[src/rtl/keypad_pkg.sv]
// Shared keypad definitions: FSM encoding, idle row pattern and hex-key to
// (column,row) mapping used by the emulator and the keypad encoder bench.
package keypad_pkg;

  typedef enum logic [1:0] {
    ST_IDLE    = 2'd0,
    ST_PRESS   = 2'd1,
    ST_RELEASE = 2'd2,
    ST_ALIGN   = 2'd3
  } state_t;

  localparam logic [3:0] NO_KEY = 4'b1111;

  typedef struct packed {
    logic [1:0] col;
    logic [1:0] row;
  } key_pos_t;

  // Keys 1..F occupy positions 0..14 in scan order; key 0 sits at the last slot.
  function automatic key_pos_t key_to_pos(input logic [3:0] code);
    logic [3:0] idx;
    key_pos_t   pos;
    idx     = code - 4'd1;
    pos.col = idx[1:0];
    pos.row = idx[3:2];
    return pos;
  endfunction

  function automatic logic [3:0] row_mask(input logic [1:0] row);
    return ~(4'b0001 << row);
  endfunction

endpackage

[src/rtl/keypad_emulator_if.sv]
// Request, scan and status signals between a keypad scanner/host and the emulator.
interface keypad_emulator_if;
  logic [3:0] key_code;
  logic       key_valid;
  logic       key_ready;
  logic [1:0] counter;
  logic [3:0] keyboard;
  logic       busy;
  logic       done;

  modport master (
    output key_code, key_valid, counter,
    input  key_ready, keyboard, busy, done
  );

  modport slave (
    input  key_code, key_valid, counter,
    output key_ready, keyboard, busy, done
  );
endinterface

[src/rtl/keypad_scan_wrap.sv]
// Detects the end of a full column scan: previous counter 3 followed by counter 0.
module keypad_scan_wrap (
  input  logic       clock,
  input  logic       reset,
  input  logic [1:0] counter,
  output logic       wrap
);
  logic [1:0] counter_prev;

  always_ff @(posedge clock) begin
    if (reset) counter_prev <= 2'b00;
    else       counter_prev <= counter;
  end

  assign wrap = (counter_prev == 2'b11) && (counter == 2'b00);
endmodule

[src/rtl/keypad_emulator.sv]
// Keypad emulator: holds one hex key pressed for PRESS_SCANS scans, then released
// for RELEASE_SCANS scans. Define KEYPAD_EMU_ALIGN_EN to start presses on a scan boundary.
//
// state      | meaning
// IDLE       | waiting for a request, key_ready high
// ALIGN      | request taken, waiting for the first scan wrap (align build only)
// PRESS      | row driven low while counter matches the latched column
// RELEASE    | all rows released, counting release scans
import keypad_pkg::*;

module keypad_emulator #(
  parameter int PRESS_SCANS   = 4,
  parameter int RELEASE_SCANS = 2
) (
  input  logic               clock,
  input  logic               reset,
  keypad_emulator_if.slave   kif
);
  localparam logic [3:0] PRESS_LAST   = 4'(PRESS_SCANS - 1);
  localparam logic [3:0] RELEASE_LAST = 4'(RELEASE_SCANS - 1);

  state_t     state;
  logic [3:0] scan_cnt;
  logic [3:0] code_q;
  logic [3:0] keyboard_q;
  logic       ready_q;
  logic       busy_q;
  logic       done_q;
  logic       wrap;
  key_pos_t   pos_q;

  assign pos_q = key_to_pos(code_q);

`ifndef KEYPAD_EMU_ALIGN_EN
  key_pos_t pos_in;
  assign pos_in = key_to_pos(kif.key_code);
`endif

  keypad_scan_wrap u_scan_wrap (
    .clock   (clock),
    .reset   (reset),
    .counter (kif.counter),
    .wrap    (wrap)
  );

  always_ff @(posedge clock) begin
    if (reset) begin
      state      <= ST_IDLE;
      scan_cnt   <= 4'd0;
      code_q     <= 4'h0;
      keyboard_q <= NO_KEY;
      ready_q    <= 1'b1;
      busy_q     <= 1'b0;
      done_q     <= 1'b0;
    end else begin
      done_q     <= 1'b0;
      keyboard_q <= NO_KEY;
      case (state)
        ST_IDLE: begin
          if (kif.key_valid) begin
            code_q   <= kif.key_code;
            scan_cnt <= 4'd0;
            ready_q  <= 1'b0;
            busy_q   <= 1'b1;
`ifdef KEYPAD_EMU_ALIGN_EN
            state    <= ST_ALIGN;
`else
            state    <= ST_PRESS;
            if (kif.counter == pos_in.col) keyboard_q <= row_mask(pos_in.row);
`endif
          end
        end
        ST_ALIGN: begin
          // The aligning wrap itself does not count toward the press length.
          if (wrap) begin
            state    <= ST_PRESS;
            scan_cnt <= 4'd0;
            if (kif.counter == pos_q.col) keyboard_q <= row_mask(pos_q.row);
          end
        end
        ST_PRESS: begin
          if (wrap && scan_cnt == PRESS_LAST) begin
            state    <= ST_RELEASE;
            scan_cnt <= 4'd0;
          end else begin
            if (wrap) scan_cnt <= scan_cnt + 4'd1;
            if (kif.counter == pos_q.col) keyboard_q <= row_mask(pos_q.row);
          end
        end
        ST_RELEASE: begin
          if (wrap) begin
            if (scan_cnt == RELEASE_LAST) begin
              state    <= ST_IDLE;
              scan_cnt <= 4'd0;
              ready_q  <= 1'b1;
              busy_q   <= 1'b0;
              done_q   <= 1'b1;
            end else begin
              scan_cnt <= scan_cnt + 4'd1;
            end
          end
        end
        default: state <= ST_IDLE;
      endcase
    end
  end

  assign kif.keyboard  = keyboard_q;
  assign kif.key_ready = ready_q;
  assign kif.busy      = busy_q;
  assign kif.done      = done_q;
endmodule

[src/flat_wrapper.sv]
// flat-port wrapper written by rule: the top's interface ports become plain ports
module keypad_emulator_flat 
#(
  parameter int PRESS_SCANS   = 4,
  parameter int RELEASE_SCANS = 2
)
  (clock, reset, kif_key_code, kif_key_valid, kif_counter, kif_key_ready, kif_keyboard, kif_busy, kif_done);
  keypad_emulator_if kif_i ();
  input  logic clock;
  input  logic reset;
  input wire logic [$bits(kif_i.key_code)-1:0] kif_key_code;
  input wire logic [$bits(kif_i.key_valid)-1:0] kif_key_valid;
  input wire logic [$bits(kif_i.counter)-1:0] kif_counter;
  output wire logic [$bits(kif_i.key_ready)-1:0] kif_key_ready;
  output wire logic [$bits(kif_i.keyboard)-1:0] kif_keyboard;
  output wire logic [$bits(kif_i.busy)-1:0] kif_busy;
  output wire logic [$bits(kif_i.done)-1:0] kif_done;
  assign kif_i.key_code = kif_key_code;
  assign kif_i.key_valid = kif_key_valid;
  assign kif_i.counter = kif_counter;
  assign kif_key_ready = kif_i.key_ready;
  assign kif_keyboard = kif_i.keyboard;
  assign kif_busy = kif_i.busy;
  assign kif_done = kif_i.done;
  keypad_emulator #(.PRESS_SCANS(PRESS_SCANS), .RELEASE_SCANS(RELEASE_SCANS)) u_core (.clock(clock), .reset(reset), .kif(kif_i));
endmodule
[config.mk]
export PLATFORM = sky130hd
export DESIGN_NAME = keypad_emulator_flat
export DESIGN_NICKNAME = d
export VERILOG_FILES = /design/src/rtl/keypad_pkg.sv /design/src/rtl/keypad_emulator_if.sv /design/src/rtl/keypad_scan_wrap.sv /design/src/rtl/keypad_emulator.sv /design/src/flat_wrapper.sv
export SDC_FILE = /design/constraint.sdc
export NUM_CORES = 1
export LEC_CHECK = 0
export BUFFER_PORTS_ARGS = -buffer_cell sky130_fd_sc_hd__buf_2
export CORE_ASPECT_RATIO = 0.6
export CORE_MARGIN = 2
export CORE_UTILIZATION = 29
export DETAILED_ROUTE_END_ITERATION = 8
export PLACE_DENSITY = 0.53
export SYNTH_ARGS = -nofsm -noshare
export SYNTH_HDL_FRONTEND = slang
export SYNTH_SLANG_ARGS = --single-unit
[constraint.sdc]
create_clock -name clock -period 4.3 [get_ports clock]
set_clock_uncertainty 0.1 [all_clocks]
set_input_delay 0.43 -clock clock [delete_from_list [all_inputs] [get_ports clock]]
set_output_delay 0.43 -clock clock [all_outputs]
set_load 0.05 [all_outputs]
==> results of run 1 <==
-- final cells by class --
| type | instances | area (µm²) | area share, % |
|---|---|---|---|
| Multi-Input combinational cell | 117 | 843 | 57.8 |
| Tap cell | 60 | 75.1 | 5.14 |
| Clock buffer | 4 | 45.0 | 3.08 |
| Timing Repair Buffer | 15 | 75.1 | 5.14 |
| Sequential cell | 19 | 380 | 26.0 |
| Inverter | 11 | 41.3 | 2.83 |
-- layer usage --
layer | vias up | track usage [%] | wire length (µm)
met4 | 0 | 4.33 | 42
met5 | - | 0 | 0
met1 | 515 | 18.3 | 1620
met2 | 45 | 17.6 | 1200
li1 | 577 | - | -
met3 | 5 | 4.16 | 239
-- placed cells by master, fill, tap and decap left out, drive strengths merged, types with 2 or more instances in the layout --
master,netlist,routed
o211ai,3,3
or4,2,2
nor2b,2,2
clkbuf,4,4
nand2,9,9
a21boi,2,2
and2b,2,2
xor2,5,5
nor3,3,3
or3,2,2
a31oi,4,4
o31ai,2,2
nor2,10,10
nand4bb,2,2
o21ai,9,9
buf,4,15
ha,9,9
xnor2,5,5
inv,11,11
a21oi,14,14
dfxtp,19,19
nand3,10,10
o2111ai,4,4
-- power by group --
group | switching (mW) | total [mW] | internal [mW]
Clock | 0.0661 | 0.132 | 0.0661
Combinational | 0.243 | 0.380 | 0.137
Sequential | 0.0251 | 0.233 | 0.207
-- flip-flops by register name, summed over array words and instances, names as in the netlist --
name / count
u_core.code_q: 4
u_core.kif.busy: 1
u_core.kif.done: 1
u_core.kif.key_ready: 1
u_core.kif.keyboard: 4
u_core.scan_cnt: 4
u_core.state: 2
u_core.u_scan_wrap.counter_prev: 2
-- metrics by stage --
step	setup WS, ns	util (%)	area, µm²
CTS	2.16	34.5	1460
global route	2.02	34.5	1460
detailed placement	2.19	33.4	1420
finish	2.16	34.5	1460
floorplan	2.39	-	1320
global placement	2.27	33.4	1420
-- cell families (layout without fill, tap and decap cells) --
group	Yosys count	after routing	share of synthesized area (%)
compound gates	45	45	23.6
xor+xnor	10	10	6.62
fa+ha+maj	9	9	8.51
buf+inv	19	30	7.47
flops	19	19	28.8
mux	2	2	1.61
simple gates	51	51	23.5
-- how the worst max path moves through the flow --
| stage | startpoint | end | depth (start not counted) |
|---|---|---|---|
| floorplan | u_core.state[0]$_SDFFE_PP0P_ | u_core.kif.keyboard[3]$_SDFF_PP1_ | 7 |
| global placement | u_core.state[0]$_SDFFE_PP0P_ | u_core.state[0]$_SDFFE_PP0P_ | 6 |
| detailed placement | u_core.state[0]$_SDFFE_PP0P_ | u_core.state[0]$_SDFFE_PP0P_ | 6 |
| CTS | u_core.state[0]$_SDFFE_PP0P_ | u_core.state[0]$_SDFFE_PP0P_ | 6 |
| global route | u_core.state[0]$_SDFFE_PP0P_ | u_core.state[0]$_SDFFE_PP0P_ | 6 |
| finish | u_core.state[0]$_SDFFE_PP0P_ | u_core.state[0]$_SDFFE_PP0P_ | 6 |
-- worst max-delay path, stage by stage, from the launching register on --
cell and delay, ns:
dfxtp_1 0.38, inv_1 0.10, ha_1 0.33, and2b_2 0.29, a21oi_1 0.23, a21boi_2 0.26, mux2_2 0.35
==> flow_summary.json, run 1 <==
{
  "wl_per_cell_um": 13.7,
  "holdWs_ns": 0.354,
  "fin_tns_setup_ns": 0,
  "cts-root-buf": "clkbuf_8",
  "grtUsageTotal_pct": 12.7,
  "syn_area_mm2": 0.00132,
  "synthCells": 155,
  "irDropWorstVdd_uv": 160,
  "leakage_nw": 0.554,
  "ant_nets": 0,
  "r2r_cells": 6,
  "tightest_slew_ns": 0.400,
  "synth.area.top_cells": "dfxtp_1, ha_1, a21oi_1",
  "cts_buffer_depth": 2,
  "place_congestion": 0.843,
  "fmax_mhz": 467,
  "place_hpwl_um": 2430,
  "cts_tree": "done",
  "placed_cells": 222,
  "synth_nets": 173,
  "drc_errors": 0,
  "min-delay-start": "kif_key_code[2]",
  "grt_pass1_vias": 1133,
  "power_mw": 0.745,
  "post_cts_buffers": 0,
  "drv_cap": 0,
  "clk_latency_ns": 0.27,
  "synth.avg_cell_area_um2": 8.53,
  "crit_type": "reg -> reg",
  "hold_viol": 0,
  "synth_top_area_share_pct": 28.8,
  "post-route-min-period_ns": 2.14,
  "yosys.cell_types.count": 51,
  "powerDensity_mw_per_mm2": 510,
  "ios": 16,
  "instances_no_fill": 226,
  "fillers": 457,
  "n_antenna_cell": 0,
  "drt_first_pass_iters": 4,
  "timing.final.max_slew_violations": 0,
  "routed_wirelength_um": 3100,
  "grt_antenna_before_repair": 0,
  "die_h_um": 56.3,
  "core_area_mm2": 0.00423,
  "ys_seq_area_share_pct": 28.8,
  "rr_startpoint": "u_core.state[0]$_SDFFE_PP0P_",
  "whs_endpoint": "u_core.code_q[2]$_SDFFE_PP0P_",
  "yosys_warnings": 0,
  "via_count": 1142,
  "fp.dieArea_mm2": 0.00513,
  "worstHoldPathCells": 3,
  "cp-end-kind": "flip-flop",
  "syn_to_final_growth_pct": 10.4,
  "status": "finished, final reports clean",
  "clock_sinks": 19,
  "ys_ff_latch": 19,
  "synth_edf_count": 0,
  "grt_max_degree": 20,
  "viasPerCell": 5.05,
  "synth_common_cells": "dfxtp_1, a21oi_1, inv_1, nand3_1, nor2_1",
  "maxSlewHeadroom_pct": 73.1,
  "yosysTopAreaCell": "dfxtp_1",
  "die_w_um": 91.2,
  "hold_buffers": 0,
  "path_max_fanout": 11,
  "rsz0062_at_grt": "no",
  "crit_arrival_ns": 2.20,
  "async_flop_share_pct": 0,
  "cp-start-kind": "flip-flop",
  "grt_first_pass_wirelength_um": 5240,
  "yosysMostFrequentCell": "dfxtp_1",
  "hold_class": "in -> reg",
  "initial_core_util_pct": 31.2,
  "drive_gt1_share_pct": 18.7,
  "clkSlewWorstSetupHoldPaths_ns": 0.08,
  "required_ns": 4.36,
  "setup-violations-final": 0,
  "cts_made_buffers": 3,
  "final_nets": 185,
  "row_count": 18,
  "r2r_slack_ns": 2.16,
  "numPortBuffers": 15,
  "htreeDepth": 1,
  "fin_crit_sh_pct": 49.8,
  "r2r-end": "u_core.state[0]$_SDFFE_PP0P_",
  "ys.flop_type": "dfxtp_1",
  "grt-ovfl-total": 0,
  "ctsResizeCount": 0,
  "drt_iter0_drc": 118
}
Power figures use the tool's default switching activity.
==> inputs of run 2 (changes only) <==
Clock period 4.3 ns to 2.19 ns, I/O delays scaled along.
==> flow_summary.json, run 2 (synthesis results as in run 1) <==
{
  "clock_sinks": 19,
  "cp-start-kind": "flip-flop",
  "required_ns": 2.24,
  "clkSlewWorstSetupHoldPaths_ns": 0.07,
  "initial_core_util_pct": 31.2,
  "holdWs_ns": 0.134,
  "cpPeakStageDelay_ns": 0.41,
  "grtUsageTotal_pct": 13.1,
  "drt_iter0_drc": 189,
  "cts-root-buf": "clkbuf_8",
  "setup.worst_path.start": "u_core.scan_cnt[0]$_SDFFE_PP0P_",
  "cpMaxStageDelayCell": "dfxtp_1",
  "cts_made_buffers": 3,
  "die_w_um": 91.2,
  "path_max_fanout": 5,
  "fp.dieArea_mm2": 0.00513,
  "tightest_slew_ns": 0.366,
  "row_count": 18,
  "crit_type": "reg -> reg",
  "final_common_cell": "dfxtp_1",
  "drive_gt1_share_pct": 20.7,
  "cts_tree": "done",
  "numPortBuffers": 15,
  "post-route-min-period_ns": 2.05,
  "powerDensity_mw_per_mm2": 1010,
  "drv_cap": 0,
  "setup-violations-final": 0,
  "hold_class": "in -> reg",
  "grt_pass1_vias": 1100,
  "crit_chain": "ha_1 > or3b_4 > a21oi_1 > a21boi_2 > mux2_2",
  "timing.final.max_slew_violations": 0,
  "place_congestion": 0.832,
  "htreeDepth": 1,
  "clk_latency_ns": 0.26,
  "grt-ovfl-total": 0,
  "hold_viol": 0,
  "fin_tns_setup_ns": 0,
  "rr_startpoint": "u_core.scan_cnt[0]$_SDFFE_PP0P_",
  "layout.cells.most_common_list": "dfxtp_1, buf_2, a21oi_1",
  "place_hpwl_um": 2500,
  "rsz0062_at_grt": "no",
  "drc_errors": 0,
  "via_count": 1158,
  "post_cts_buffers": 0,
  "grt_first_pass_wirelength_um": 5390,
  "drt_first_pass_iters": 4,
  "grt_antenna_before_repair": 0,
  "irDropWorstVdd_uv": 288,
  "cp-end-kind": "flip-flop",
  "die_h_um": 56.3,
  "core_area_mm2": 0.00423,
  "fmax_mhz": 488,
  "fin_crit_sh_pct": 93.6,
  "min-delay-start": "kif_key_code[1]",
  "maxSlewHeadroom_pct": 75.4,
  "grt_max_degree": 20,
  "final_nets": 188,
  "n_antenna_cell": 0,
  "cts_buffer_depth": 2,
  "crit_arrival_ns": 2.10,
  "wl_per_cell_um": 13.8,
  "leakage_nw": 0.567,
  "routed_wirelength_um": 3170,
  "ios": 16,
  "viasPerCell": 5.06,
  "status": "finished, final reports clean",
  "ant_nets": 0,
  "syn_to_final_growth_pct": 12.3
}
[run 2: changes by cell type in the layout (fill, tap and decap cells not counted), sizes merged]
cell and change:
buf +3
[run 2: through the flow]
stage / cells / cell area [µm²] / setup WS [ns] / utilization, % / total power [mW]
global placement: 225 / 1440 / 0.204 / 34.0 / 1.22
CTS: 229 / 1480 / 0.104 / 35.0 / 1.49
detailed placement: 225 / 1440 / 0.140 / 34.0 / 1.24
floorplan: 155 / 1320 / 0.283 / - / 1.07
finish: 229 / 1490 / 0.140 / 35.1 / 1.49
global route: 229 / 1490 / 0.0226 / 35.1 / 1.59
[run 2: final timing paths]
path / end / slack (ns) / depth (start not counted)
worst max-delay path: u_core.state[0]$_SDFFE_PP0P_ / 0.14 / 5
worst min-delay path: u_core.code_q[1]$_SDFFE_PP0P_ / 0.13 / 3
worst max register to register: u_core.state[0]$_SDFFE_PP0P_ / 0.14 / 5
worst min register to register: u_core.scan_cnt[1]$_SDFFE_PP0P_ / 0.42 / 2
[run 2: final cells by class]
cell class,count,area (µm²)
clock buffer,4,45.0
fill,460,2750
inverter,11,41.3
multi-input combinational,117,846
sequential,19,380
tap,60,75.1
timing repair buffer,18,97.6
[run 2: what timing repair did]
action	CTS	global route
gates resized for setup	0	1
setup endpoints to repair	0	2
hold buffers	0	0
[run 2: worst max-delay path, delay by kind of cell, from the launching register on]
kind / cells / cell delay [ns]
AO/OA/AOI/OAI: 2 / 0.48
adder cells (fa/ha/maj): 1 / 0.20
flip-flops: 1 / 0.41
multiplexers: 1 / 0.36
AND/OR/NAND/NOR: 1 / 0.40
[run 2: routing by layer]
metal	GRT usage, %	vias up	routed length, µm
li1	-	586	-
met1	19.6	522	1650
met2	18.7	44	1230
met3	3.76	6	267
met4	1.95	0	27
met5	0	-	0
[run 2: where the power goes]
group          switching [mW]  internal [mW]  leakage [nW]
Combinational           0.499          0.293         0.389
Sequential             0.0435          0.407         0.156
Clock                   0.123          0.130        0.0228
Total                   0.665          0.830         0.567
==> inputs of run 3 (changes only) <==
Settings changed: MAX_ROUTING_LAYER from default to met4.
==> flow_summary.json, run 3 (synthesis results as in run 1) <==
{
  "cpLargestDelayFamily": "compound AO/OA/AOI/OAI gates",
  "cpMaxStageDelayCell": "dfxtp_1",
  "final_common_cell": "dfxtp_1",
  "syn_to_final_growth_pct": 12.3,
  "timing.final.max_slew_violations": 0,
  "holdWs_ns": 0.134,
  "cp-end-kind": "flip-flop",
  "busiest_layer": "met1",
  "cts-root-buf": "clkbuf_8",
  "final_nets": 188,
  "place_hpwl_um": 2500,
  "status": "finished, final reports clean",
  "fp.dieArea_mm2": 0.00513,
  "n_antenna_cell": 0,
  "cp.depth": 5,
  "layout.cells.most_common_list": "dfxtp_1, buf_2, a21oi_1",
  "grt_first_pass_wirelength_um": 5390,
  "r2r-end": "u_core.state[0]$_SDFFE_PP0P_",
  "drc_errors": 0,
  "grt_util_met3_pct": 3.49,
  "hold_class": "in -> reg",
  "clock_sinks": 19,
  "initial_core_util_pct": 31.2,
  "drv_cap": 0,
  "routed_wirelength_um": 3140,
  "viasPerCell": 5.17,
  "cts_buffer_depth": 2,
  "required_ns": 2.24,
  "setup.worst_path.start": "u_core.scan_cnt[0]$_SDFFE_PP0P_",
  "fin_tns_setup_ns": 0,
  "powerDensity_mw_per_mm2": 1010,
  "grtUsageTotal_pct": 13.4,
  "hold_buffers": 0,
  "tightest_slew_ns": 0.372,
  "crit_arrival_ns": 2.10,
  "clkSlewWorstSetupHoldPaths_ns": 0.07,
  "r2r_slack_ns": 0.13,
  "numPortBuffers": 15,
  "crit_chain": "ha_1 > or3b_4 > a21oi_1 > a21boi_2 > mux2_2",
  "htreeDepth": 1,
  "fin_crit_sh_pct": 93.9,
  "wl_per_cell_um": 13.7,
  "drive_gt1_share_pct": 20.7,
  "cpPeakStageDelay_ns": 0.41,
  "crit_type": "reg -> reg",
  "r2r_cells": 5,
  "ctsResizeCount": 0,
  "grt_max_degree": 20,
  "worstSetupEndpoint": "u_core.state[0]$_SDFFE_PP0P_",
  "irDropWorstVdd_uv": 287,
  "grt_pass1_vias": 1102,
  "via_count": 1184,
  "grt_antenna_before_repair": 0,
  "hold_viol": 0,
  "maxSlewHeadroom_pct": 75.0,
  "ant_nets": 0,
  "ios": 16,
  "clk_latency_ns": 0.26,
  "die_h_um": 56.3,
  "grt-ovfl-total": 0,
  "post_cts_buffers": 0,
  "rsz0062_at_grt": "no",
  "leakage_nw": 0.567,
  "final_area_mm2": 0.00149,
  "place_congestion": 0.845,
  "cp-start-kind": "flip-flop",
  "grt.met2_usage_pct": 18.7,
  "core_area_mm2": 0.00423,
  "die_w_um": 91.2,
  "setup-violations-final": 0,
  "rr_startpoint": "u_core.scan_cnt[0]$_SDFFE_PP0P_",
  "met1_usage_pct": 19.8,
  "fillers": 460,
  "dpl_cell_area_mm2": 0.00144,
  "path_max_fanout": 5,
  "row_count": 18,
  "min-delay-start": "kif_key_code[1]",
  "post-route-min-period_ns": 2.06,
  "cts_tree": "done",
  "cts_made_buffers": 3,
  "fmax_mhz": 486,
  "drt_first_pass_iters": 4,
  "critPathBufInv": 0,
  "drt_iter0_drc": 177
}
## run 3: cell counts in the layout (fill, tap and decap cells not counted)
No cell type changed its count.
## run 3: how the worst min path moves through the flow
stage	to	slack [ns]	cells after the start
after CTS	u_core.code_q[1]$_SDFFE_PP0P_	0.14	3
after floorplan	u_core.u_scan_wrap.counter_prev[0]$_SDFF_PP0_	0.25	1
after global placement	u_core.scan_cnt[0]$_SDFFE_PP0P_	0.39	2
after global routing	u_core.code_q[2]$_SDFFE_PP0P_	0.15	3
after detailed placement	u_core.kif.key_ready$_SDFFE_PP1P_	0.41	2
final	u_core.code_q[1]$_SDFFE_PP0P_	0.13	3
## run 3: cell type report
cell class / instances / area [µm²] / area share [%]
clock buffer: 4 / 45.0 / 3.03
inverter: 11 / 41.3 / 2.78
multi-input combinational: 117 / 846 / 57.0
sequential: 19 / 380 / 25.6
tap: 60 / 75.1 / 5.05
timing repair buffer: 18 / 97.6 / 6.57
## run 3: power breakdown
group | switching, mW | leakage, nW | internal [mW] | total, mW
Combinational | 0.499 | 0.389 | 0.293 | 0.792
Sequential | 0.0433 | 0.156 | 0.407 | 0.451
Clock | 0.121 | 0.0228 | 0.129 | 0.250
## run 3: through the flow
step / utilization, % / instances / setup slack [ns] / power (mW)
after floorplan: - / 155 / 0.283 / 1.07
after global placement: 34.0 / 225 / 0.204 / 1.22
after detailed placement: 34.0 / 225 / 0.140 / 1.24
after CTS: 35.0 / 229 / 0.104 / 1.49
after global routing: 35.1 / 229 / 0.0226 / 1.59
final: 35.1 / 229 / 0.134 / 1.49
## run 3: worst min-delay path, delay by kind of cell
family	cells	cell delay [ns]
buffers and inverters	1	0.11
AO/OA/AOI/OAI	1	0.05
AND/OR/NAND/NOR	1	0.06
## run 3: metal layers
metal	wire [µm]	part of all wire [%]
met5	0	0
met4	28	0.89
met3	229	7.3
met2	1220	39
met1	1660	53
